$ cat src/rtl/demux_dispatch_pkg.sv
// rtl/demux_dispatch_pkg.sv - shared types and sizes for the round-robin demux dispatcher
package demux_dispatch_pkg;
  localparam int NCH    = 8;
  localparam int CH_W   = 3;
  localparam int STAT_W = 16;

  typedef enum logic {
    IDLE = 1'b0,
    HOLD = 1'b1
  } disp_state_t;
endpackage

$ cat src/rtl/rr_pick8.sv
// rtl/rr_pick8.sv - first set bit of an 8-bit mask, searching upward from ptr with wrap
module rr_pick8
  import demux_dispatch_pkg::*;
(
  input  logic [NCH-1:0]  mask,
  input  logic [CH_W-1:0] ptr,
  output logic [CH_W-1:0] idx,
  output logic            any
);

  logic [CH_W-1:0] pos;

  always_comb begin
    idx = '0;
    any = 1'b0;
    pos = '0;
    for (int k = 0; k < NCH; k++) begin
      pos = ptr + CH_W'(k);
      if (!any && mask[pos]) begin
        idx = pos;
        any = 1'b1;
      end
    end
  end

endmodule

$ cat src/rtl/demux_rr_dispatcher.sv
// rtl/demux_rr_dispatcher.sv - round-robin 1:8 word dispatcher with registered demux and stall watchdog
// Optional per-channel delivery / drop statistics: DEMUX_DISPATCH_STATS_EN
module demux_rr_dispatcher
  import demux_dispatch_pkg::*;
#(
  parameter int DATA_W  = 1,
  parameter int TIMEOUT = 15
) (
  input  logic                  clk,
  input  logic                  rst,
  input  logic [DATA_W-1:0]     in_data,
  input  logic                  in_valid,
  output logic                  in_ready,
  input  logic [NCH-1:0]        chan_en,
  input  logic [NCH-1:0]        chan_ready,
  output logic [CH_W-1:0]       sel,
  output logic [NCH-1:0]        out_valid,
  output logic [NCH*DATA_W-1:0] y,
`ifdef DEMUX_DISPATCH_STATS_EN
  input  logic [CH_W-1:0]       stat_sel,
  output logic [STAT_W-1:0]     stat_cnt,
  output logic [STAT_W-1:0]     drop_cnt,
`endif
  output logic                  drop
);

  disp_state_t       state_q, state_d;
  logic [CH_W-1:0]   ptr_q, ptr_d;
  logic [CH_W-1:0]   ch_q, ch_d;
  logic [DATA_W-1:0] data_q, data_d;
  logic [7:0]        cnt_q, cnt_d;
  logic              drop_q, drop_d;

  logic [CH_W-1:0]   pick_idx;
  logic              pick_any;
  logic              accept, deliver;

  rr_pick8 u_pick (
    .mask (chan_en),
    .ptr  (ptr_q),
    .idx  (pick_idx),
    .any  (pick_any)
  );

  // Selection never looks at chan_ready; readiness only gates acceptance of the next word.
  assign deliver  = (state_q == HOLD) && chan_ready[ch_q];
  assign in_ready = pick_any && ((state_q == IDLE) || deliver);
  assign accept   = in_valid && in_ready;

  always_comb begin
    state_d = state_q;
    ptr_d   = ptr_q;
    ch_d    = ch_q;
    data_d  = data_q;
    cnt_d   = cnt_q;
    drop_d  = 1'b0;
    case (state_q)
      IDLE: ;
      HOLD: begin
        if (deliver) begin
          state_d = IDLE;
        end else if (cnt_q == 8'(TIMEOUT)) begin
          state_d = IDLE;
          cnt_d   = '0;
          drop_d  = 1'b1;
        end else begin
          cnt_d = cnt_q + 8'd1;
        end
      end
      default: state_d = IDLE;
    endcase
    if (accept) begin
      state_d = HOLD;
      data_d  = in_data;
      ch_d    = pick_idx;
      ptr_d   = pick_idx + CH_W'(1);
      cnt_d   = '0;
    end
  end

  always_ff @(posedge clk) begin
    if (rst) begin
      state_q <= IDLE;
      ptr_q   <= '0;
      ch_q    <= '0;
      data_q  <= '0;
      cnt_q   <= '0;
      drop_q  <= 1'b0;
    end else begin
      state_q <= state_d;
      ptr_q   <= ptr_d;
      ch_q    <= ch_d;
      data_q  <= data_d;
      cnt_q   <= cnt_d;
      drop_q  <= drop_d;
    end
  end

  assign sel  = ch_q;
  assign drop = drop_q;

  always_comb begin
    out_valid = '0;
    if (state_q == HOLD) out_valid[ch_q] = 1'b1;
  end

  for (genvar i = 0; i < NCH; i++) begin : g_slice
    assign y[i*DATA_W +: DATA_W] = ((state_q == HOLD) && (ch_q == CH_W'(i))) ? data_q : '0;
  end

`ifdef DEMUX_DISPATCH_STATS_EN
  logic [STAT_W-1:0] dcnt_q [NCH];
  logic [STAT_W-1:0] drop_cnt_q;

  always_ff @(posedge clk) begin
    if (rst) begin
      for (int i = 0; i < NCH; i++) dcnt_q[i] <= '0;
      drop_cnt_q <= '0;
    end else begin
      if (deliver && (dcnt_q[ch_q] != '1)) dcnt_q[ch_q] <= dcnt_q[ch_q] + STAT_W'(1);
      if (drop_d && (drop_cnt_q != '1)) drop_cnt_q <= drop_cnt_q + STAT_W'(1);
    end
  end

  assign stat_cnt = dcnt_q[stat_sel];
  assign drop_cnt = drop_cnt_q;
`endif

endmodule

$ cat config.mk
export PLATFORM = sky130hd
export DESIGN_NAME = demux_rr_dispatcher
export DESIGN_NICKNAME = d
export VERILOG_FILES = /design/src/rtl/demux_dispatch_pkg.sv /design/src/rtl/rr_pick8.sv /design/src/rtl/demux_rr_dispatcher.sv
export SDC_FILE = /design/constraint.sdc
export NUM_CORES = 1
export LEC_CHECK = 0
export CORE_ASPECT_RATIO = 0.6
export CORE_MARGIN = 1
export CORE_UTILIZATION = 47
export DETAILED_ROUTE_END_ITERATION = 10
export PLACE_DENSITY = 0.77
export SYNTH_ARGS = -nofsm -noshare
export SYNTH_HDL_FRONTEND = slang
export SYNTH_SLANG_ARGS = --single-unit
export TNS_END_PERCENT = 100
$ cat constraint.sdc
create_clock -name clk -period 4.18 [get_ports clk]
set_clock_uncertainty 0.15 [all_clocks]
set_input_delay 0.836 -clock clk [delete_from_list [all_inputs] [get_ports clk]]
set_output_delay 0.836 -clock clk [all_outputs]
set_load 0.005 [all_outputs]
# == Word level (Yosys, flattened, before mapping) ==
# Index checks and enable logic that the tools add are counted.
# word_totals
register_bits,17
output_inout_bits,21
wordCells,117
# classes
addsub,9
n_lt_le_gt_ge,10
n_eq_ne,8
muxes,51
bitwise,2
n_reduce_logical,31
# op_table
op,n
3-bit by 4-bit < comparator with 1-bit output (second input constant),9
1-bit 2-to-1 mux,31
1-bit binary-select mux with 3-bit select,9
3-bit 2-to-1 mux,8
1-bit logical AND,19
8-bit 2-to-1 mux,2
3-bit adder (second input constant),4
3-bit == test (second input constant),4
8-bit by 1-bit adder with 8-bit output (second input constant),1
8-bit by 4-bit == test with 1-bit output (second input constant),1
1-bit zero test,7
3-bit by 1-bit adder with 3-bit output (second input constant),2
3-bit by 2-bit adder with 3-bit output (second input constant),2
3-bit by 2-bit == test with 1-bit output (second input constant),2
1-bit demux with 3-bit select,1
3-bit by 1-bit == test with 1-bit output (second input constant),1
3-bit by 1-bit greater-or-equal comparator with 1-bit output (second input constant),1
3-bit zero test,1
3-bit OR reduction,1
1-bit inverter,2
2-bit AND reduction,1
2-bit OR reduction,1
1-bit logical OR,1

# == Longest topological paths before layout ==
# depth
depth_word,27
mapped_depth,16
depth_no_buf,14

# == By module ==
# From an unflattened synthesis, not the netlist that was laid out.
# unflattened
cells_unflattened,233
hier_area_um2,2016.9
# modules_own_cells
module,instances,cells_per_inst,area_each_um2
rr_pick8,1,121,1081.0
demux_rr_dispatcher,1,112,935.9

# == Least setup slack after synthesis ==
# OpenSTA, ideal clock, no wires.
# synth_path
kind,register to register
from,register ptr_q[0]
to,register ptr_q[2]
arrival_time_ps,3737
slack_ps,207
stages_incl_launch_ff,16
n_path_buf,2
path_cell_list,dfxtp_1 buf_6 inv_1 ha_1 buf_6 mux2_2 mux4_2 or4_4 nor2_1 and3_1 nor2_1 ha_1 o211ai_1 a22o_1 o211ai_2 a221oi_2
# synth_via
elab_cells_between_ends,56
# synth_rtl
item,line,rtl
from (decl),demux_rr_dispatcher.sv:28,"logic [CH_W-1:0] ptr_q, ptr_d;"
from (signal assigned),demux_rr_dispatcher.sv:91,ptr_q <= ptr_d;
branches (longest 23 deep; another with 3-bit by 1-bit adder with 3-bit output),--,
3-bit 2-to-1 mux (*),rr_pick8.sv:19,if (!any && mask[pos]) begin
named net pick_idx[1],demux_rr_dispatcher.sv:34,logic [CH_W-1:0] pick_idx;
3-bit by 1-bit adder with 3-bit output (*),demux_rr_dispatcher.sv:76,ptr_d = pick_idx + CH_W'(1);
# Mark *: on every way through the listed nets, which the timed path passes. The select of a mux whose other input is x is not followed.
# A chain may end at the register's enable or synchronous reset.

# == Worst setup path after layout ==
# layout_path
from,register ptr_q[1]
to,output port in_ready
# layout_via
elab_chain_len,25
elab_cells_between_ends,46
# layout_rtl
item,line,rtl
branches (longest 23 deep; another with 3-bit by 1-bit adder with 3-bit output),--,
1-bit 2-to-1 mux (*),rr_pick8.sv:19,
1-bit logical AND (*),demux_rr_dispatcher.sv:47,assign in_ready = pick_any && ((state_q == IDLE) || deliver);
to (decl),demux_rr_dispatcher.sv:13,"output logic in_ready,"
# Every way passes the cells marked *. The select of a mux whose other input is x is not followed.

==> out/qor.txt <==
RUN STATUS
----------------------------------------------------------------------------------------
Run status                                                                     completed

POWER
----------------------------------------------------------------------------------------
Part of the total power dissipated in sequential elements                          0.139
Cell internal pwr                                                            0.0008477 W
Net load switching power                                                     0.0007502 W
Switching part of the total                                                       0.4695
VDD IR-drop max                                                                 415.9 uV
Static power due to leakage                                                     1.064 nW
Part of the power in combinational logic                                           0.780
Pwr/cell area                                                               601.3 mW/mm2
Clock share of power                                                               0.081

FINISH
----------------------------------------------------------------------------------------
Final Cell Area                                                             0.002658 mm2
Net count, final                                                                     319
Antenna Cells                                                                          0
Fraction of final layout cells sized beyond drive strength 1                      0.2449
Synth-to-Final Area Change                                                        35.55%
Filler Cell Count                                                                    310

CRITICAL PATH
----------------------------------------------------------------------------------------
Data arrival at the endpoint of the critical path                                3.06 ns
Element type at the critical path end                                        output port
Register-to-register setup slack                                                 0.28 ns
CP bufs+invs                                                                           2
CP max FO                                                                              8
Critical Path Slowest Stage Cell                                                  mux4_2
Cells along the critical path                                               inv_1 > ha_2 > mux2_2 > mux4_2 > or4_4 > nor2_2 > a31oi_1 > dlygate4sd2_1
Launching element type of the critical path                                    flip-flop
CP Data Required Time                                                            3.19 ns
Type of the worst setup path                                                     reg2out
Biggest cell delay along the critical path                                       0.53 ns
Top Family by Delay on Critical Path                                        multiplexers

GRT
----------------------------------------------------------------------------------------
Initial antenna violation count                                                        0
M3 GR Usage                                                                      0.06667
Leftover overflow at the end of global routing                                         0
Overall routing resource usage                                                    0.2705
Most crowded layer after global routing                                             met1
Met2 routing resource usage after global routing                                  0.3763
Largest net degree at the start of global routing                                     23
First-pass GRT wire length                                                       9335 um
Met1 demand-to-capacity share in global routing                                   0.4251
Via count of the first global-routing pass                                          1921

ROUTING
----------------------------------------------------------------------------------------
Drt total wl                                                                     5855 um
Detail-routed via count per cell                                                   6.267
Per-cell routed wire length                                                     17.17 um
Total number of vias                                                                2137
Iteration count of the initial detailed-routing pass                                   6
Remaining antenna violation count after routing                                        0
DRC violations left                                                                    0
DRT iter0 DRCs                                                                       215

TIMING
----------------------------------------------------------------------------------------
Minimum clock period                                                            4.043 ns
Number of setup violations in the final report                                         0
Fmax                                                                           247.3 MHz
Slew headroom                                                                     0.6731
Fin. max-slew vios                                                                     0
Final Hold Vio Count                                                                   0
Slew at the pin closest to its max-slew limit                                  0.4903 ns
Worst-case setup margin in the final layout                                    0.1368 ns
Portion of the clock cycle consumed by the worst path in the final layout         0.9673
Unrepaired setup endpoints after global routing                                    false

CTS
----------------------------------------------------------------------------------------
Buffer cell driving the clock tree root                                         clkbuf_8
Maximum buffer depth of the clock tree                                                 2
CTS tree                                                                           built
Clock latency reported for the late side of the worst-skew pair                  0.26 ns
Inserted Clock Buffers                                                                 3
Count of H-tree levels built during CTS                                                1
Clk sink count                                                                        17
Clock-pin slew of the registers on the worst-case setup and hold paths           0.07 ns

JOB
----------------------------------------------------------------------------------------
Number of max-capacitance violations reported                                          0

SYNTHESIS
----------------------------------------------------------------------------------------
Commonest register cell after synthesis                                          dfxtp_1
Number of warnings printed during yosys synthesis                                      0
Simple logic cell fraction of the synthesized area                                0.2310
Yosys reg bits                                                                        17
Syn_area_per_cell                                                              8.488 um2
Proportion of synthesized area in mux cells                                       0.2821
Share of synthesized flip-flops with an asynchronous set or reset                      0
Total nets after synthesis                                                           255
Cells taking the most area after synthesis                                  dfxtp_1, mux4_2, nor2_1
Synth Instances                                                                      231
Library cell with the highest instance count after synthesis                      nor2_1
Largest area contributor in the synthesized netlist                              dfxtp_1
Count of flip-flops with a built-in enable after synthesis                             0
Post-synth top area share                                                         0.1736
Post-synthesis instance area                                                0.001961 mm2
Fraction of the mapped netlist area in adder cells                               0.02553
Synthesized-area fraction occupied by ao, oa, aoi and oai cells                   0.2049
Share of the yosys chip area belonging to registers                               0.1736
Post-synthesis share of cell area spent on xor and xnor gates                    0.03127
Most common library cells after synthesis                                   nor2_1, nand2_1, dfxtp_1, mux4_2, nor3_1
Count of different cell masters after synthesis                                       57
Combinational family with the most area after synthesis                     multiplexers

PLACEMENT
----------------------------------------------------------------------------------------
Pre-CTS WS                                                                    -0.2923 ns
Weighted congestion reported at the end of routability-driven placement           0.9168
Count of input and output buffers                                                     40
Post-place instance area                                                    0.002585 mm2
HPWL after detailed placement                                                    4717 um

FLOORPLAN
----------------------------------------------------------------------------------------
Row count                                                                             17
Boundary pin count                                                                    41
X dimension of the die                                                          85.38 um
Effective utilization at floorplan                                                0.5121
Y dimension of the die                                                          52.03 um
Placeable Area                                                              0.003829 mm2
Die outline area                                                            0.004442 mm2

MIN PATH
----------------------------------------------------------------------------------------
HP Class                                                                         reg2reg

[cells in the final DEF (no fill, tap or decap), types with 6 or more instances in the layout]
cell type / instances
nor3_1: 9
a21oi_1: 9
and3_1: 6
mux2i_1: 8
inv_1: 7
clkdlybuf4s50_1: 31
nor2_1: 28
nand3_1: 6
mux4_2: 12
nand2_1: 21
mux2_1: 7
buf_4: 31
mux2_2: 9
dfxtp_1: 17
xor2_1: 7
[layer usage]
metal	up-vias	share of wire	wire length [um]
met5	-	0	0
met1	996	0.49	2854
met2	110	0.40	2314
met3	13	0.11	630
li1	1018	-	-
met4	0	0.0096	56
[flip-flops by register name (all words and copies together), names as in the netlist]
register	flops
state_q	1
cnt_q	8
drop	1
data_q	1
sel	3
ptr_q	3
[stage by stage]
stage                     hold WS, ns  TNS [ns]  power (W)    util  cells
after floorplan                0.3039         0   0.001016       -    231
after global placement         0.3266   -0.3807   0.001388  0.6752    337
after detailed placement       0.3285   -0.5272   0.001410  0.6752    337
after CTS                      0.3421         0   0.001545  0.6850    341
after global routing           0.3823         0   0.001697  0.6941    341
final                          0.3590         0   0.001598  0.6941    341
[worst paths after layout]
kind / start / to / cells past startpoint
max: ptr_q[1]$_SDFFE_PP0P_ / in_ready / 8
min: cnt_q[4]$_SDFFE_PP0P_ / cnt_q[4]$_SDFFE_PP0P_ / 2
max reg2reg: ptr_q[1]$_SDFFE_PP0P_ / ptr_q[2]$_SDFFE_PP0P_ / 12
min reg2reg: cnt_q[4]$_SDFFE_PP0P_ / cnt_q[4]$_SDFFE_PP0P_ / 2
[worst register-to-register path, stage by stage (launching register included)]
cell and delay [ns]:
dfxtp_1 0.34, inv_1 0.06, ha_2 0.46, mux2_2 0.40, mux4_2 0.53, or4_4 0.51, buf_4 0.17, nor3_1 0.14
o32a_1 0.23, ha_2 0.25, and3_1 0.16, o211ai_1 0.13, a221oi_2 0.29
[power by group through the flow]
stage	Sequential (W)	Clock (W)	Combinational [W]
after detailed placement	0.000225	0	0.00119
after CTS	0.000222	0.000130	0.00119
after global routing	0.000228	0.000136	0.00133
after floorplan	0.000207	0	0.000809
after global placement	0.000225	0	0.00116
final	0.000222	0.000129	0.00125
[repair_timing]
item                                    CTS  global route
gates resized for setup                   8            10
hold buffers                              0             0
endpoints found under the setup margin    1             2
setup buffers                             0             0
[layout make-up]
type | count | area (um2) | area share
multi-input cells | 193 | 1539 | 0.5791
well taps | 47 | 58.81 | 0.02213
repair buffers | 71 | 636.9 | 0.2396
clock inverters | 1 | 7.507 | 0.002825
clock buffers | 3 | 41.29 | 0.01554
inverters | 9 | 33.78 | 0.01271
flip-flops and latches | 17 | 340.3 | 0.1281
[logic make-up (layout without fill, tap and decap cells)]
logic type	after synthesis	count (layout)
compound gates	51	51
xor+xnor	7	7
fa+ha+maj	4	4
buf+inv	21	84
flops	17	17
mux	37	37
simple gates	94	94
No activity file was read; power rests on OpenSTA's default activity.
